**src/rtl/page_stream_adapter.sv**
```systemverilog
`default_nettype none
// ============================================================================
// Module   : page_stream_adapter (with helper page_stream_fifo)
// Brief    : Per-lane buffered vld/ack adapter between leaf interface and kernel
// Revision : 1.0
// ============================================================================

module page_stream_fifo #(
   parameter int PAYLOAD_BITS    = 32,
   parameter int FIFO_DEPTH_BITS = 2,
   parameter int CNT_BITS        = 16
) (
   input  logic                    clk,
   input  logic                    reset,
   input  logic                    flush,
   input  logic                    run,
   input  logic [PAYLOAD_BITS-1:0] din,
   input  logic                    push_vld,
   output logic                    push_ack,
   output logic [PAYLOAD_BITS-1:0] dout,
   output logic                    pop_vld,
   input  logic                    pop_ack,
   output logic [CNT_BITS-1:0]     cnt,
   output logic                    full,
   output logic                    empty
);

   localparam int                       c_DEPTH_I   = 2 ** FIFO_DEPTH_BITS;
   localparam logic [FIFO_DEPTH_BITS:0] c_DEPTH     = c_DEPTH_I[FIFO_DEPTH_BITS:0];
   localparam logic [FIFO_DEPTH_BITS:0] c_CNT_ONE   = (FIFO_DEPTH_BITS + 1)'(1);
   localparam logic [FIFO_DEPTH_BITS-1:0] c_PTR_ONE = FIFO_DEPTH_BITS'(1);
   localparam logic [CNT_BITS-1:0]      c_WCNT_ONE  = CNT_BITS'(1);
   localparam logic [CNT_BITS-1:0]      c_WCNT_MAX  = {CNT_BITS{1'b1}};

   logic [PAYLOAD_BITS-1:0]    r_mem [c_DEPTH_I];
   logic [FIFO_DEPTH_BITS-1:0] r_wr_ptr;
   logic [FIFO_DEPTH_BITS-1:0] r_rd_ptr;
   logic [FIFO_DEPTH_BITS:0]   r_count;
   logic [FIFO_DEPTH_BITS:0]   w_count_nxt;
   logic                       r_ack;
   logic [CNT_BITS-1:0]        r_cnt;
   logic                       w_push;
   logic                       w_pop;

   // Ack is a registered ~full; flush only masks it so flushed words are refused.
   assign push_ack = r_ack & ~flush;
   assign empty    = (r_count == '0);
   assign full     = (r_count == c_DEPTH);
   assign pop_vld  = ~empty & run;
   assign dout     = r_mem[r_rd_ptr];
   assign cnt      = r_cnt;
   assign w_push   = push_vld & push_ack;
   assign w_pop    = pop_vld & pop_ack;

   always_comb begin
      w_count_nxt = r_count;
      if (flush) begin
         w_count_nxt = '0;
      end else begin
         case ({w_push, w_pop})
            2'b10:   w_count_nxt = r_count + c_CNT_ONE;
            2'b01:   w_count_nxt = r_count - c_CNT_ONE;
            default: w_count_nxt = r_count;
         endcase
      end
   end

   always_ff @(posedge clk or negedge reset) begin
      if (!reset) begin
         r_wr_ptr <= '0;
         r_rd_ptr <= '0;
         r_count  <= '0;
         r_ack    <= 1'b0;
         r_cnt    <= '0;
      end else begin
         r_count <= w_count_nxt;
         r_ack   <= (w_count_nxt != c_DEPTH);
         if (flush) begin
            r_wr_ptr <= '0;
            r_rd_ptr <= '0;
         end else begin
            if (w_push) r_wr_ptr <= r_wr_ptr + c_PTR_ONE;
            if (w_pop)  r_rd_ptr <= r_rd_ptr + c_PTR_ONE;
         end
         if (w_pop && (r_cnt != c_WCNT_MAX)) r_cnt <= r_cnt + c_WCNT_ONE;
      end
   end

   always_ff @(posedge clk) begin
      if (w_push) r_mem[r_wr_ptr] <= din;
   end

endmodule

module page_stream_adapter #(
   parameter int PAYLOAD_BITS    = 32,
   parameter int NUM_IN_PORTS    = 2,
   parameter int NUM_OUT_PORTS   = 2,
   parameter int FIFO_DEPTH_BITS = 2,
   parameter int CNT_BITS        = 16
) (
   input  logic                                    clk,
   input  logic                                    reset,
   input  logic                                    ap_start,
   input  logic                                    flush,
   input  logic [NUM_IN_PORTS*PAYLOAD_BITS-1:0]    din_if,
   input  logic [NUM_IN_PORTS-1:0]                 vld_if,
   output logic [NUM_IN_PORTS-1:0]                 ack_to_if,
   output logic [NUM_IN_PORTS*PAYLOAD_BITS-1:0]    dout_user,
   output logic [NUM_IN_PORTS-1:0]                 vld_to_user,
   input  logic [NUM_IN_PORTS-1:0]                 ack_user,
   input  logic [NUM_OUT_PORTS*PAYLOAD_BITS-1:0]   din_user,
   input  logic [NUM_OUT_PORTS-1:0]                vld_user,
   output logic [NUM_OUT_PORTS-1:0]                ack_to_user,
   output logic [NUM_OUT_PORTS*PAYLOAD_BITS-1:0]   dout_if,
   output logic [NUM_OUT_PORTS-1:0]                vld_to_if,
   input  logic [NUM_OUT_PORTS-1:0]                ack_if,
   output logic [NUM_IN_PORTS*CNT_BITS-1:0]        in_cnt,
   output logic [NUM_OUT_PORTS*CNT_BITS-1:0]       out_cnt,
   output logic [NUM_IN_PORTS+NUM_OUT_PORTS-1:0]   full_flags,
   output logic [NUM_IN_PORTS+NUM_OUT_PORTS-1:0]   empty_flags
);

   // Interface-to-kernel lanes are held back by ap_start; their flags sit in the low bits.
   for (genvar i = 0; i < NUM_IN_PORTS; i++) begin : g_in_lane
      page_stream_fifo #(
         .PAYLOAD_BITS    (PAYLOAD_BITS),
         .FIFO_DEPTH_BITS (FIFO_DEPTH_BITS),
         .CNT_BITS        (CNT_BITS)
      ) u_fifo (
         .clk      (clk),
         .reset    (reset),
         .flush    (flush),
         .run      (ap_start),
         .din      (din_if[i*PAYLOAD_BITS +: PAYLOAD_BITS]),
         .push_vld (vld_if[i]),
         .push_ack (ack_to_if[i]),
         .dout     (dout_user[i*PAYLOAD_BITS +: PAYLOAD_BITS]),
         .pop_vld  (vld_to_user[i]),
         .pop_ack  (ack_user[i]),
         .cnt      (in_cnt[i*CNT_BITS +: CNT_BITS]),
         .full     (full_flags[i]),
         .empty    (empty_flags[i])
      );
   end

   for (genvar j = 0; j < NUM_OUT_PORTS; j++) begin : g_out_lane
      page_stream_fifo #(
         .PAYLOAD_BITS    (PAYLOAD_BITS),
         .FIFO_DEPTH_BITS (FIFO_DEPTH_BITS),
         .CNT_BITS        (CNT_BITS)
      ) u_fifo (
         .clk      (clk),
         .reset    (reset),
         .flush    (flush),
         .run      (1'b1),
         .din      (din_user[j*PAYLOAD_BITS +: PAYLOAD_BITS]),
         .push_vld (vld_user[j]),
         .push_ack (ack_to_user[j]),
         .dout     (dout_if[j*PAYLOAD_BITS +: PAYLOAD_BITS]),
         .pop_vld  (vld_to_if[j]),
         .pop_ack  (ack_if[j]),
         .cnt      (out_cnt[j*CNT_BITS +: CNT_BITS]),
         .full     (full_flags[NUM_IN_PORTS+j]),
         .empty    (empty_flags[NUM_IN_PORTS+j])
      );
   end

endmodule
`default_nettype wire

```
**config.mk**
```make
export PLATFORM = sky130hd
export DESIGN_NAME = page_stream_adapter
export DESIGN_NICKNAME = d
export VERILOG_FILES = /design/src/rtl/page_stream_adapter.sv
export SDC_FILE = /design/constraint.sdc
export NUM_CORES = 1
export LEC_CHECK = 0
export CAP_MARGIN = 15
export CORE_UTILIZATION = 54
export CTS_CLUSTER_SIZE = 25
export DETAILED_ROUTE_END_ITERATION = 7
export HOLD_SLACK_MARGIN = 0.08
export PLACE_DENSITY = 0.81
export REMOVE_ABC_BUFFERS = 1
export SLEW_MARGIN = 20
export SYNTH_ARGS = -nofsm -noshare
export SYNTH_HDL_FRONTEND = slang
export SYNTH_SLANG_ARGS = --single-unit
```
**constraint.sdc**
```tcl
create_clock -name clk -period 3.29 [get_ports clk]
set_clock_uncertainty 0.2 [all_clocks]
set_input_delay 0.658 -clock clk [delete_from_list [all_inputs] [get_ports clk]]
set_output_delay 0.658 -clock clk [all_outputs]
set_load 0.03 [all_outputs]
```
==> key figures <==
Worst setup path
  – Endpoint required time on the critical path: 2430 ps
  – Minimum setup slack among reg-to-reg paths: 500 ps
  – Critical Setup Path Class: flip-flop to output pin
  – Slowest stage delay, CP: 600 ps
  – Arrival time worst endpoint: approximately 2400 ps
  – CP max-delay cell: sky130_fd_sc_hd__clkdlybuf4s50_1
  – Cell Chain, Critical Path: buf_12, mux4_2, clkdlybuf4s50_1
  – Maximum fanout count along the critical path: 17
  – Worst flop-to-flop path startpoint: g_in_lane[0].u_fifo.r_count[1]
  – Number of cells on the worst reg-to-reg path: 8
  – Endpoint type of the worst setup path: output pin
  – CP Launch Type: flip-flop
  – Crit Reg-Reg Endpoint: g_in_lane[0].u_fifo.r_ack

Min path
  – Hold Startpoint: flush
  – Worst min-delay path category: input port to flip-flop
  – Hold Path End: g_out_lane[1].u_fifo.r_rd_ptr[0]
  – Worst hold path depth: 2

Yosys
  – Synthesis warning total: 0
  – Flip-flop and latch count after synthesis: 608
  – Xor and xnor area share after synthesis: between 2 and 3%
  – Gate count after technology mapping: 1159
  – Avg Inst Size Synth: 20.3 µm²
  – Top_reg_cell synth: sky130_fd_sc_hd__edfxtp_1
  – Multiplexer area fraction after synthesis: 12.7%
  – Post-Synth Simple-Gate Area: 4.43%
  – Number of enable flip-flop cells after synthesis: between 500 and 600
  – Post-synthesis async set-or-reset flop share: 15.8%
  – Combinational family with the most area after synthesis: multiplexers
  – Netlist cell types: 47
  – Compound-Gate Fraction of Synth Area: under 10%
  – Adder-cell share of the synthesized area: 1.62%
  – Sequential share of the synthesized area: 75.6%
  – Post-synth design cell area: 23500 µm²

Placement
  – Count of placed standard cells including taps: 2076
  – Port Buffer Count: 347
  – Final HPWL DP: 30500 µm
  – RePlAce Congestion: 0.844

Power
  – PD cells: 673 nW/µm²
  – Static leakage: between 0.01 and 0.015 µW
  – Worst IR drop on VDD: between 0.0006 and 0.0007 V
  – Total design power: 20000 µW

Outcome
  – Result of the run: finished clean

STA
  – Final hold violations: 0
  – Final cycle utilization of the critical path: 97.5%
  – Hold slack: roughly 270 ps
  – Fmax: 0.312 GHz
  – Sum of negative setup slack: 0 ps
  – Max-slew violation count: 0
  – Post-layout min period: 3210 ps
  – Total setup violations reported at the end of the flow: 0
  – Worst slew slack as a fraction of its limit: 50.5%
  – Slew at the pin with the worst max-slew slack: 739 ps

Global route
  – Remaining global-route overflow: 0
  – Number of global-route vias before repair: 12787
  – Antenna violations before repair: 0
  – First-pass GRT wire length: 73500 µm
  – Total track usage: 21.8%
  – Largest net degree at the start of global routing: 63

Floorplan
  – Die outline height: 211 µm
  – # IOs: 348
  – Initial cell density of the core: 54.7%
  – Horizontal die dimension: 211 µm
  – Std cell rows: 76
  – Die area: approximately 44000 µm²
  – Core region area: 43000 µm²

Clock network
  – Root buffer cell: sky130_fd_sc_hd__clkbuf_16
  – CTS tree: done
  – Number of CTS-inserted buffers: 58
  – Clock Path Buffers: 3
  – Total number of clock tree sinks: 608
  – Clock transition time at the flip-flop clock pins of the worst setup and hold paths: around 70 ps
  – Latest clock arrival within the worst-skew pair: 600 ps
  – Max H-tree Level: 2

Drt
  – Via count: 12141
  – Post-DR vias/cell: 5.55
  – Antenna viol nets, final: 0
  – Total routed wirelength: 48000 µm
  – Initial DRT Pass Iterations: 5
  – Residual DRC count: 0
  – Starting DRT DRC Count: approximately 840
  – Average wire length per cell after detail routing: ~22 µm

Final layout
  – Final core area utilization: 69.2%
  – Area of all sequential standard cells: 17800 µm²
  – Area growth from synthesis to layout: 26.6%
  – Count of inserted antenna diode cells: 0
  – Number of standard cells in the final layout excluding fillers: 2186
  – Area occupied by multi-input gates: 5350 µm²
  – Layout cells sized above 1: 17.5%
  – Final nets: 1722
  – # fillers: 2769

Run
  – Number of max-cap violations: 0
layer usage:
metal / up-vias / part of all wire, % / global-route usage [%]
met5: - / 0 / 0
met3: 71 / 5.5 / 4.10
met2: 352 / 52 / 37.0
li1: 5425 / - / -
met4: 0 / 2.6 / 7.67
met1: 6293 / 40 / 28.5
worst max-delay path by stage:
stage | start | endpoint | cells after the start
global route | g_in_lane[1].u_fifo.r_rd_ptr[0] | dout_user[51] | 3
floorplan | flush | g_in_lane[1].u_fifo.r_ack | 9
finish | g_in_lane[1].u_fifo.r_rd_ptr[0] | dout_user[51] | 3
detailed placement | ap_start | g_in_lane[0].u_fifo.r_ack | 9
CTS | g_in_lane[1].u_fifo.r_rd_ptr[0] | dout_user[38] | 3
global placement | ap_start | g_in_lane[0].u_fifo.r_ack | 9
through the flow:
step | area, µm² | setup slack, ps
after floorplan | 23200 | 245
after global placement | 27900 | 128
after detailed placement | 27900 | 41.7
after CTS | 29700 | 0.0779
after global routing | 29800 | -2.36
final | 29800 | 82.8
worst max-delay path: cells and delay by family, from the launching register on:
family / cells / cell delay [ps]
buffers and inverters: 2 / 810
DFF: 1 / 430
muxes: 1 / 510
timing repair:
item | CTS | global route
cloned | 1 | 0
setup endpoints to repair | 123 | 19
setup buffers | 1 | 0
resized for setup | 99 | 19
hold endpoints to repair | 34 | 0
hold buffers | 1 | 0
synthesized netlist by cell type (14+ instances only):
cell / number / share of area (%)
sky130_fd_sc_hd__buf_4: 16 / 0.51
sky130_fd_sc_hd__mux4_2: 128 / 12
sky130_fd_sc_hd__buf_2: 14 / 0.30
sky130_fd_sc_hd__nand3_1: 21 / 0.45
sky130_fd_sc_hd__clkbuf_1: 25 / 0.40
sky130_fd_sc_hd__and3_1: 15 / 0.40
sky130_fd_sc_hd__xnor2_1: 34 / 1.3
sky130_fd_sc_hd__nand4_1: 19 / 0.51
sky130_fd_sc_hd__edfxtp_1: 512 / 65
sky130_fd_sc_hd__dfrtp_1: 96 / 10
sky130_fd_sc_hd__xor2_1: 40 / 1.5
sky130_fd_sc_hd__nand2_1: 33 / 0.53
sky130_fd_sc_hd__ha_1: 24 / 1.3
sky130_fd_sc_hd__nor2_1: 37 / 0.59
sky130_fd_sc_hd__inv_1: 24 / 0.38
sky130_fd_sc_hd__nor3_1: 17 / 0.36
registers in the layout, indices dropped and copies added, names as in the netlist:
register,cells
g_out_lane.u_fifo.r_ack,2
g_in_lane.u_fifo.r_ack,2
g_in_lane.u_fifo.r_count,6
g_in_lane.u_fifo.r_mem,256
g_out_lane.u_fifo.r_rd_ptr,4
g_in_lane.u_fifo.r_wr_ptr,4
g_out_lane.u_fifo.cnt,32
g_out_lane.u_fifo.r_wr_ptr,4
g_out_lane.u_fifo.r_count,6
g_in_lane.u_fifo.cnt,32
g_out_lane.u_fifo.r_mem,256
g_in_lane.u_fifo.r_rd_ptr,4
where the power goes:
| part | total (µW) | switching [µW] | leakage [µW] | internal (µW) |
|---|---|---|---|---|
| Sequential | 9160 | 312 | 0.00590 | 8840 |
| Combinational | 4350 | 2500 | 0.00369 | 1840 |
| Clock | 6510 | 2750 | 0.000907 | 3760 |
layout by cell type, fill, tap and decap left out, types with 19 or more instances in the layout:
master | synthesis | final
sky130_fd_sc_hd__buf_4 | 16 | 31
sky130_fd_sc_hd__clkbuf_16 | 0 | 61
sky130_fd_sc_hd__clkdlybuf4s50_1 | 0 | 226
sky130_fd_sc_hd__dfrtp_1 | 96 | 92
sky130_fd_sc_hd__dlygate4sd2_1 | 0 | 99
sky130_fd_sc_hd__dlymetal6s2s_1 | 0 | 19
sky130_fd_sc_hd__edfxtp_1 | 512 | 512
sky130_fd_sc_hd__ha_1 | 24 | 24
sky130_fd_sc_hd__inv_1 | 24 | 24
sky130_fd_sc_hd__mux4_2 | 128 | 128
sky130_fd_sc_hd__nand2_1 | 33 | 33
sky130_fd_sc_hd__nand3_1 | 21 | 21
sky130_fd_sc_hd__nand4_1 | 19 | 19
sky130_fd_sc_hd__nor2_1 | 37 | 37
sky130_fd_sc_hd__xnor2_1 | 34 | 34
sky130_fd_sc_hd__xor2_1 | 40 | 40
cell type report:
cell class	count	area share, %
flip-flops and latches	608	59.8
repair buffers	392	13.2
inverters	25	0.315
clock inverters	34	0.997
well taps	585	2.46
clock buffers	73	5.28
multi-input cells	469	18.0
cells by family after synthesis:
group | count (synthesis)
adders and majority gates | 28
and+or+nand+nor | 194
xor gates and xnor gates | 74
AOI/OAI and AO/OA | 35
muxes | 138
buffers and inverters | 82
DFF | 608
Note: power is estimated with default switching activity, not from simulation.
